==> src/rtl/fetch_unit.sv <==
// Instruction-fetch stage: owns the PC, keeps one imem request outstanding,
// and fills the IF/ID register with stall, redirect and bubble handling.
module fetch_unit #(
  parameter int          N        = 32,
  parameter logic [N-1:0] RESET_PC = 32'h00000000,
  parameter logic [N-1:0] NOP      = 32'h00000013
) (
  input  logic         clk,
  input  logic         rst,
  output logic         imem_req,
  output logic [N-1:0] imem_addr,
  input  logic         imem_rvalid,
  input  logic [N-1:0] imem_rdata,
  input  logic         stall,
  input  logic         redirect,
  input  logic [N-1:0] redirect_pc,
  output logic         if_id_valid,
  output logic [N-1:0] if_id_inst,
  output logic [N-1:0] if_id_pc,
  output logic [N-1:0] if_id_pc4
);

  typedef enum logic [1:0] {FETCH, WAIT, HOLD} state_t;

  state_t       r_state, w_state;
  logic [N-1:0] r_pc, w_pc;
  logic         r_drop, w_drop;
  logic [N-1:0] r_hold, w_hold;
  logic         r_valid, w_valid;
  logic [N-1:0] r_inst, w_inst;
  logic [N-1:0] r_ipc, w_ipc;
  logic [N-1:0] r_ipc4, w_ipc4;
  logic         w_deliver;
  logic [N-1:0] w_deliver_inst;
  logic [N-1:0] w_pc4;

  assign w_pc4 = r_pc + N'(4);

  // Request is suppressed while reset is held so the memory sees no pulse.
  assign imem_req    = rst && (r_state == FETCH);
  assign imem_addr   = r_pc;
  assign if_id_valid = r_valid;
  assign if_id_inst  = r_inst;
  assign if_id_pc    = r_ipc;
  assign if_id_pc4   = r_ipc4;

  always_comb begin
    w_state        = r_state;
    w_pc           = r_pc;
    w_drop         = r_drop;
    w_hold         = r_hold;
    w_deliver      = 1'b0;
    w_deliver_inst = imem_rdata;
    if (redirect) begin
      w_pc = {redirect_pc[N-1:2], 2'b00};
      case (r_state)
        FETCH:   begin w_drop = 1'b1; w_state = WAIT; end
        WAIT:    if (imem_rvalid) begin w_drop = 1'b0; w_state = FETCH; end
                 else w_drop = 1'b1;
        default: w_state = FETCH;
      endcase
    end else begin
      case (r_state)
        FETCH: w_state = WAIT;
        WAIT: if (imem_rvalid) begin
          if (r_drop) begin
            w_drop  = 1'b0;
            w_state = FETCH;
          end else if (!stall) begin
            w_deliver = 1'b1;
            w_pc      = w_pc4;
            w_state   = FETCH;
          end else begin
            w_hold  = imem_rdata;
            w_state = HOLD;
          end
        end
        HOLD: if (!stall) begin
          w_deliver      = 1'b1;
          w_deliver_inst = r_hold;
          w_pc           = w_pc4;
          w_state        = FETCH;
        end
        default: w_state = FETCH;
      endcase
    end
  end

  // IF/ID priority: flush on redirect, then hold on stall, then load, else bubble.
  always_comb begin
    w_valid = 1'b0;
    w_inst  = NOP;
    w_ipc   = r_ipc;
    w_ipc4  = r_ipc4;
    if (!redirect) begin
      if (stall) begin
        w_valid = r_valid;
        w_inst  = r_inst;
      end else if (w_deliver) begin
        w_valid = 1'b1;
        w_inst  = w_deliver_inst;
        w_ipc   = r_pc;
        w_ipc4  = w_pc4;
      end
    end
  end

  always_ff @(posedge clk) begin
    if (!rst) begin
      r_state <= FETCH;
      r_pc    <= RESET_PC;
      r_drop  <= 1'b0;
      r_hold  <= '0;
      r_valid <= 1'b0;
      r_inst  <= NOP;
      r_ipc   <= '0;
      r_ipc4  <= '0;
    end else begin
      r_state <= w_state;
      r_pc    <= w_pc;
      r_drop  <= w_drop;
      r_hold  <= w_hold;
      r_valid <= w_valid;
      r_inst  <= w_inst;
      r_ipc   <= w_ipc;
      r_ipc4  <= w_ipc4;
    end
  end

endmodule

==> config.mk <==
export PLATFORM = sky130hd
export DESIGN_NAME = fetch_unit
export DESIGN_NICKNAME = d
export VERILOG_FILES = /design/src/rtl/fetch_unit.sv
export SDC_FILE = /design/constraint.sdc
export NUM_CORES = 1
export LEC_CHECK = 0
export ABC_CLOCK_PERIOD_IN_PS = 2350
export CORE_ASPECT_RATIO = 1.75
export CORE_MARGIN = 5
export CORE_UTILIZATION = 44
export CTS_CLUSTER_SIZE = 12
export DETAILED_ROUTE_END_ITERATION = 10
export GPL_TIMING_DRIVEN = 1
export PLACE_DENSITY = 0.78
export SYNTH_ARGS = -nofsm -noshare
export SYNTH_HDL_FRONTEND = slang
export SYNTH_SLANG_ARGS = --single-unit
==> constraint.sdc <==
create_clock -name clk -period 2.35 [get_ports clk]
set_clock_uncertainty 0.2 [all_clocks]
set_input_delay 0.47 -clock clk [delete_from_list [all_inputs] [get_ports clk]]
set_output_delay 0.47 -clock clk [all_outputs]
set_load 0.02 [all_outputs]
-- Word level (Yosys, flattened, before mapping)
Index checks and enable logic that the tools add are counted.
- output and inout port bits: 130
- word-level logic and storage cells: 61
- register bits: 164
- bitwise operators: 4
- mux-type cells: 26
- reductions and logical operators: 14
- equality and inequality tests: 7
- $add $sub $neg: 1
- operator list (kind ; count):
    32-bit two-way mux ; 6
    32-bit one-hot mux with 2 select lines ; 1
    32-bit by 3-bit adder with 32-bit output (second input constant) ; 1
    2-bit two-way mux ; 6
    3-bit AND reduction ; 4
    1-bit two-way mux ; 9
    3-bit inequality test (second input constant) ; 3
    2-bit nonzero test ; 4
    2-bit one-hot mux with 3 select lines ; 1
    5-bit AND reduction ; 1
    2-bit inequality test (second input constant) ; 2
    1-bit NOT ; 4
    1-bit one-hot mux with 2 select lines ; 2
    2-bit one-hot mux with 2 select lines ; 1
    3-bit nonzero test ; 1
    2-bit by 1-bit equality test with 1-bit output (second input constant) ; 1
    2-bit equality test (second input constant) ; 1
    2-bit logical NOT ; 1
    2-bit AND reduction ; 1
    2-bit OR reduction ; 1
    1-bit logical AND ; 1

-- Logic depth before layout (Yosys ltp)
- depth after elaboration: 6
- mapped depth: 10
- depth with buffers taken out: 6

-- Worst setup path after synthesis
Ideal clock, no wire load.
- kind: register to register
- start point: register r_pc[3], in the netlist imem_addr[3]
- end point: register r_pc[26], in the netlist imem_addr[26]
- data arrival time: 2.095 ns
- cell stages (with the launch flop): 7
- setup slack: -0.008 ns
- clock period less this slack: 2.358 ns
- cells stage by stage: dfxtp_1 ha_1 and3_1 nand3_1 clkbuf_1 or4b_2 nand3_1
- cells in the longest elaborated chain, start to end: 6
- RTL lines (what ; RTL line ; text):
    start: declaration ; 26 ; logic [N-1:0] r_pc, w_pc;
    start signal: assignment ; 120 ; r_pc <= w_pc;
    32-bit by 3-bit adder with 32-bit output * ; 37 ; assign w_pc4 = r_pc + N'(4);
    32-bit two-way mux * ; 69, 78 ;
    32-bit two-way mux ; 66 ; if (r_drop) begin
    32-bit two-way mux ; 65 ; WAIT: if (imem_rvalid) begin
    32-bit one-hot mux with 2 select lines * ; 63 ; case (r_state)
    32-bit two-way mux * ; 54 ; if (redirect) begin
Every way passes the cells marked *; elsewhere a longest branch is shown, timed or not. The select of a mux whose other input is x is not followed.
A chain may end at the register's enable or synchronous reset.

-- Final worst setup path
- start point: register r_pc[31], in the netlist imem_addr[31]
- end point: output imem_addr[31]
- RTL lines (what ; RTL line ; text):
    end: declaration ; 11 ; output logic [N-1:0] imem_addr,
No word-level cell between the ends.

==> run_results.csv <==
group,metric,value,unit
status,outcome,"finished, final reports clean",
logic_synthesis,synth_top_cell_by_area,"dfxtp_1",
logic_synthesis,ys_types,60,
critical_path,start_kind,"flip-flop",
clock_network,clock_sinks,158,
global_routing,grt.met2_usage,0.431,
logic_synthesis,synth_top_cell_area_share,0.438,
clock_network,insertion_delay,420,ps
drt,drtPass1Iterations,5,
power,swShare,0.285,
critical_path,r2r_start,"r_state[0]",
critical_path,arrival,1630,ps
drt,drc,0,
final_layout,area_growth_syn_to_layout,45.3,%
power,p_comb_frac,0.124,
placement,dpl.cell_count,1270,
final_layout,final_common_cell,"clkdlybuf4s50_1",
final_layout,fill_cells,1342,
global_routing,groute.layer.met3.usage,0.0395,
power,peakVddDrop,0.478,mV
timing,slew_headroom,0.663,
placement,dp_hpwl,17000,um
critical_path,worst-path-buf-inv,1,
logic_synthesis,async_flop_share,0,
floorplan,die-area,19200,sq um
global_routing,grt_usage,0.244,
final_layout,multi_input_area,3730,sq um
drt,routed_via_density,5.79,
worst_hold_path,hold_path_class,"flip-flop to flip-flop",
final_layout,final_cell_mix,"clkdlybuf4s50_1, dfxtp_1, nand2_1",
clock_network,clk_path_buf_depth,2,
timing,period_minus_slack,2300,ps
critical_path,crit_required,1680,ps
final_layout,layout.cells.non_filler,1302,
final_layout,layout.nets,1171,
global_routing,grt_pass1_vias,7364,
placement,placement.io_buffers,190,
critical_path,critPathKind,"flip-flop to primary output",
final_layout,drive_above_1_share,0.164,
clock_network,cts.reportedPaths.clkPinSlew,70,ps
drt,dr_total_vias,7542,
final_layout,antennaDiodeCount,0,
clock_network,htree_levels,4,
worst_hold_path,min_path_cells,2,
timing,whs,253,ps
placement,place_congestion,0.875,
floorplan,start_util,0.444,
global_routing,antenna_found_initial,0,
timing,hold_viol_final,0,
timing,max_freq,0.435,GHz
logic_synthesis,syn_area_per_cell,8.18,sq um
clock_network,cts_made_buffers,17,
worst_hold_path,hold_path_startpoint,"r_hold[2]",
placement,dp_slack,-317,ps
power,power.switching,0.00182,W
global_routing,grt_pass1_wl,37900,um
logic_synthesis,synth_flop_cell,"dfxtp_1",
floorplan,core,16300,sq um
power,p_leak,3.64,nW
timing,period_share,0.977,
floorplan,ios,199,
critical_path,r2r_end,"imem_addr[22]",
logic_synthesis,netlist_instances,884,
timing,worst_pin_slew,503,ps
power,powerDensity,609,nW/um^2
clock_network,cts_tree,"yes",
critical_path,cp-end-kind,"primary output",
floorplan,die_h,180,um
logic_synthesis,synth_edf_count,0,
global_routing,grt_remaining_overflow,0,
logic_synthesis,yosysWarningCount,0,
global_routing,top_usage_layer,"met2",
logic_synthesis,yosysSeqAreaShare,0.438,
worst_hold_path,whs_endpoint,"r_hold[2]",
critical_path,path_cells,"clkdlybuf4s50_1",
timing,timing.final.ws_setup,52.9,ps
logic_synthesis,synth_area,7230,sq um
critical_path,crit_family,"buffers and inverters",
critical_path,reg2regPathDepth,8,
critical_path,critPathMaxFanout,8,
global_routing,grt_use_met1,0.276,
final_layout,seqCellArea,3180,sq um
critical_path,rrSetupSlack,130,ps
logic_synthesis,ys_ff_latch,158,
floorplan,rows,62,
timing,setup_viol,0,
drt,wl_per_cell,18.4,um
power,p_int,0.00457,W
timing,finalMaxSlewViolations,0,
floorplan,die_x,107,um
final_layout,utilization,0.645,
global_routing,grt_max_degree,56,
drt,drt_wl_total,24000,um
flow_run,drv_cap,0,
critical_path,crit_path_top_delay_cell,"clkdlybuf4s50_1",
power,p_total,0.00639,W
logic_synthesis,synth.area.top_cells,"dfxtp_1, nand2_1, a21oi_1",
drt,drt_iter0_markers,436,
critical_path,slowest_delay,710,ps
power,clkPwrFrac,0.435,
clock_network,clockRootBuffer,"clkbuf_16",
critical_path,crit_path_start,"imem_addr[31]",
power,sequentialPowerShare,0.440,
drt,ant_nets,0,
[sequential cells by signal, indices dropped and copies added, names as in the netlist]
signal	flops
r_hold	32
r_state	2
if_id_inst	32
if_id_valid	1
imem_addr	30
if_id_pc	30
if_id_pc4	30
r_drop	1
[cells in the mapped netlist (2+ instances only)]
| cell type | number |
|---|---|
| a2111oi_0 | 2 |
| a211oi_1 | 11 |
| a21oi_1 | 83 |
| a22oi_1 | 30 |
| a311oi_1 | 12 |
| a31oi_1 | 14 |
| a32oi_1 | 4 |
| and2_1 | 2 |
| and3_1 | 11 |
| and4_1 | 6 |
| buf_1 | 3 |
| buf_2 | 12 |
| buf_4 | 6 |
| clkbuf_1 | 65 |
| clkbuf_2 | 2 |
| dfxtp_1 | 158 |
| ha_1 | 5 |
| inv_1 | 8 |
| mux2_2 | 32 |
| mux2i_1 | 2 |
| nand2_1 | 147 |
| nand2b_1 | 2 |
| nand3_1 | 19 |
| nand3b_1 | 2 |
| nand4_1 | 19 |
| nor2_1 | 64 |
| nor2b_1 | 2 |
| nor3_1 | 11 |
| nor4_1 | 9 |
| o2111ai_1 | 3 |
| o211ai_1 | 3 |
| o21ai_0 | 51 |
| o22ai_1 | 3 |
| o31a_1 | 2 |
| o31ai_1 | 9 |
| o41ai_1 | 2 |
| or2_2 | 3 |
| or3_1 | 17 |
| or4_1 | 9 |
| xnor2_1 | 17 |
| xor2_1 | 3 |
[worst max path at each step]
stage | slack, ps | cells after the start | endpoint
2_1_floorplan | 30 | 6 | if_id_pc4[25]
3_3_place_gp | -300 | 7 | imem_addr[22]
3_5_place_dp | -320 | 7 | imem_addr[22]
4_1_cts | 2 | 8 | imem_addr[22]
5_1_grt | -20 | 7 | r_state[0]
6_report | 50 | 1 | imem_addr[31]
[cell type report]
type,count,share of cell area
Timing Repair Buffer,278,0.258
Clock inverter,15,0.0176
Sequential cell,158,0.302
Multi-Input combinational cell,633,0.355
Clock buffer,17,0.0405
Tap cell,192,0.0229
Inverter,9,0.00322
[per-layer routing]
metal	vias to the layer above	share of wire
met2	324	0.52
met5	-	0
met3	68	0.055
li1	3584	-
met4	0	0.043
met1	3566	0.38
[cells by family (layout without fill, tap and decap cells)]
| family | after synthesis | count (layout) | synth area share |
|---|---|---|---|
| AO/OA/AOI/OAI | 235 | 235 | 0.200 |
| XOR/XNOR | 20 | 20 | 0.0242 |
| adder cells (fa/ha/maj) | 5 | 5 | 0.00866 |
| buffers and inverters | 98 | 319 | 0.0575 |
| flip-flops | 158 | 158 | 0.438 |
| multiplexers | 34 | 34 | 0.0526 |
| other | 1 | 6 | 0.000519 |
| AND/OR/NAND/NOR | 333 | 333 | 0.219 |
[power groups by stage]
stage	sequential (W)	clock (W)	combinational [W]
after floorplan	0.00290	0	0.000325
after global placement	0.00287	0	0.000764
after detailed placement	0.00287	0	0.000771
after CTS	0.00281	0.00282	0.000777
after global routing	0.00282	0.00295	0.000843
final	0.00282	0.00278	0.000794
[stage by stage]
| step | TNS, ps | area [sq um] |
|---|---|---|
| 2_1_floorplan | 0 | 7250 |
| 3_3_place_gp | -19800 | 9820 |
| 3_5_place_dp | -23910 | 9820 |
| 4_1_cts | 0 | 10400 |
| 5_1_grt | -39.1 | 10500 |
| 6_report | 0 | 10500 |
[repair_timing]
action | in CTS | in global routing
resized for setup | 9 | 20
setup buffers | 0 | 0
setup endpoints to repair | 9 | 21
hold buffers | 0 | 0
Note: power is estimated with default switching activity, not from simulation.
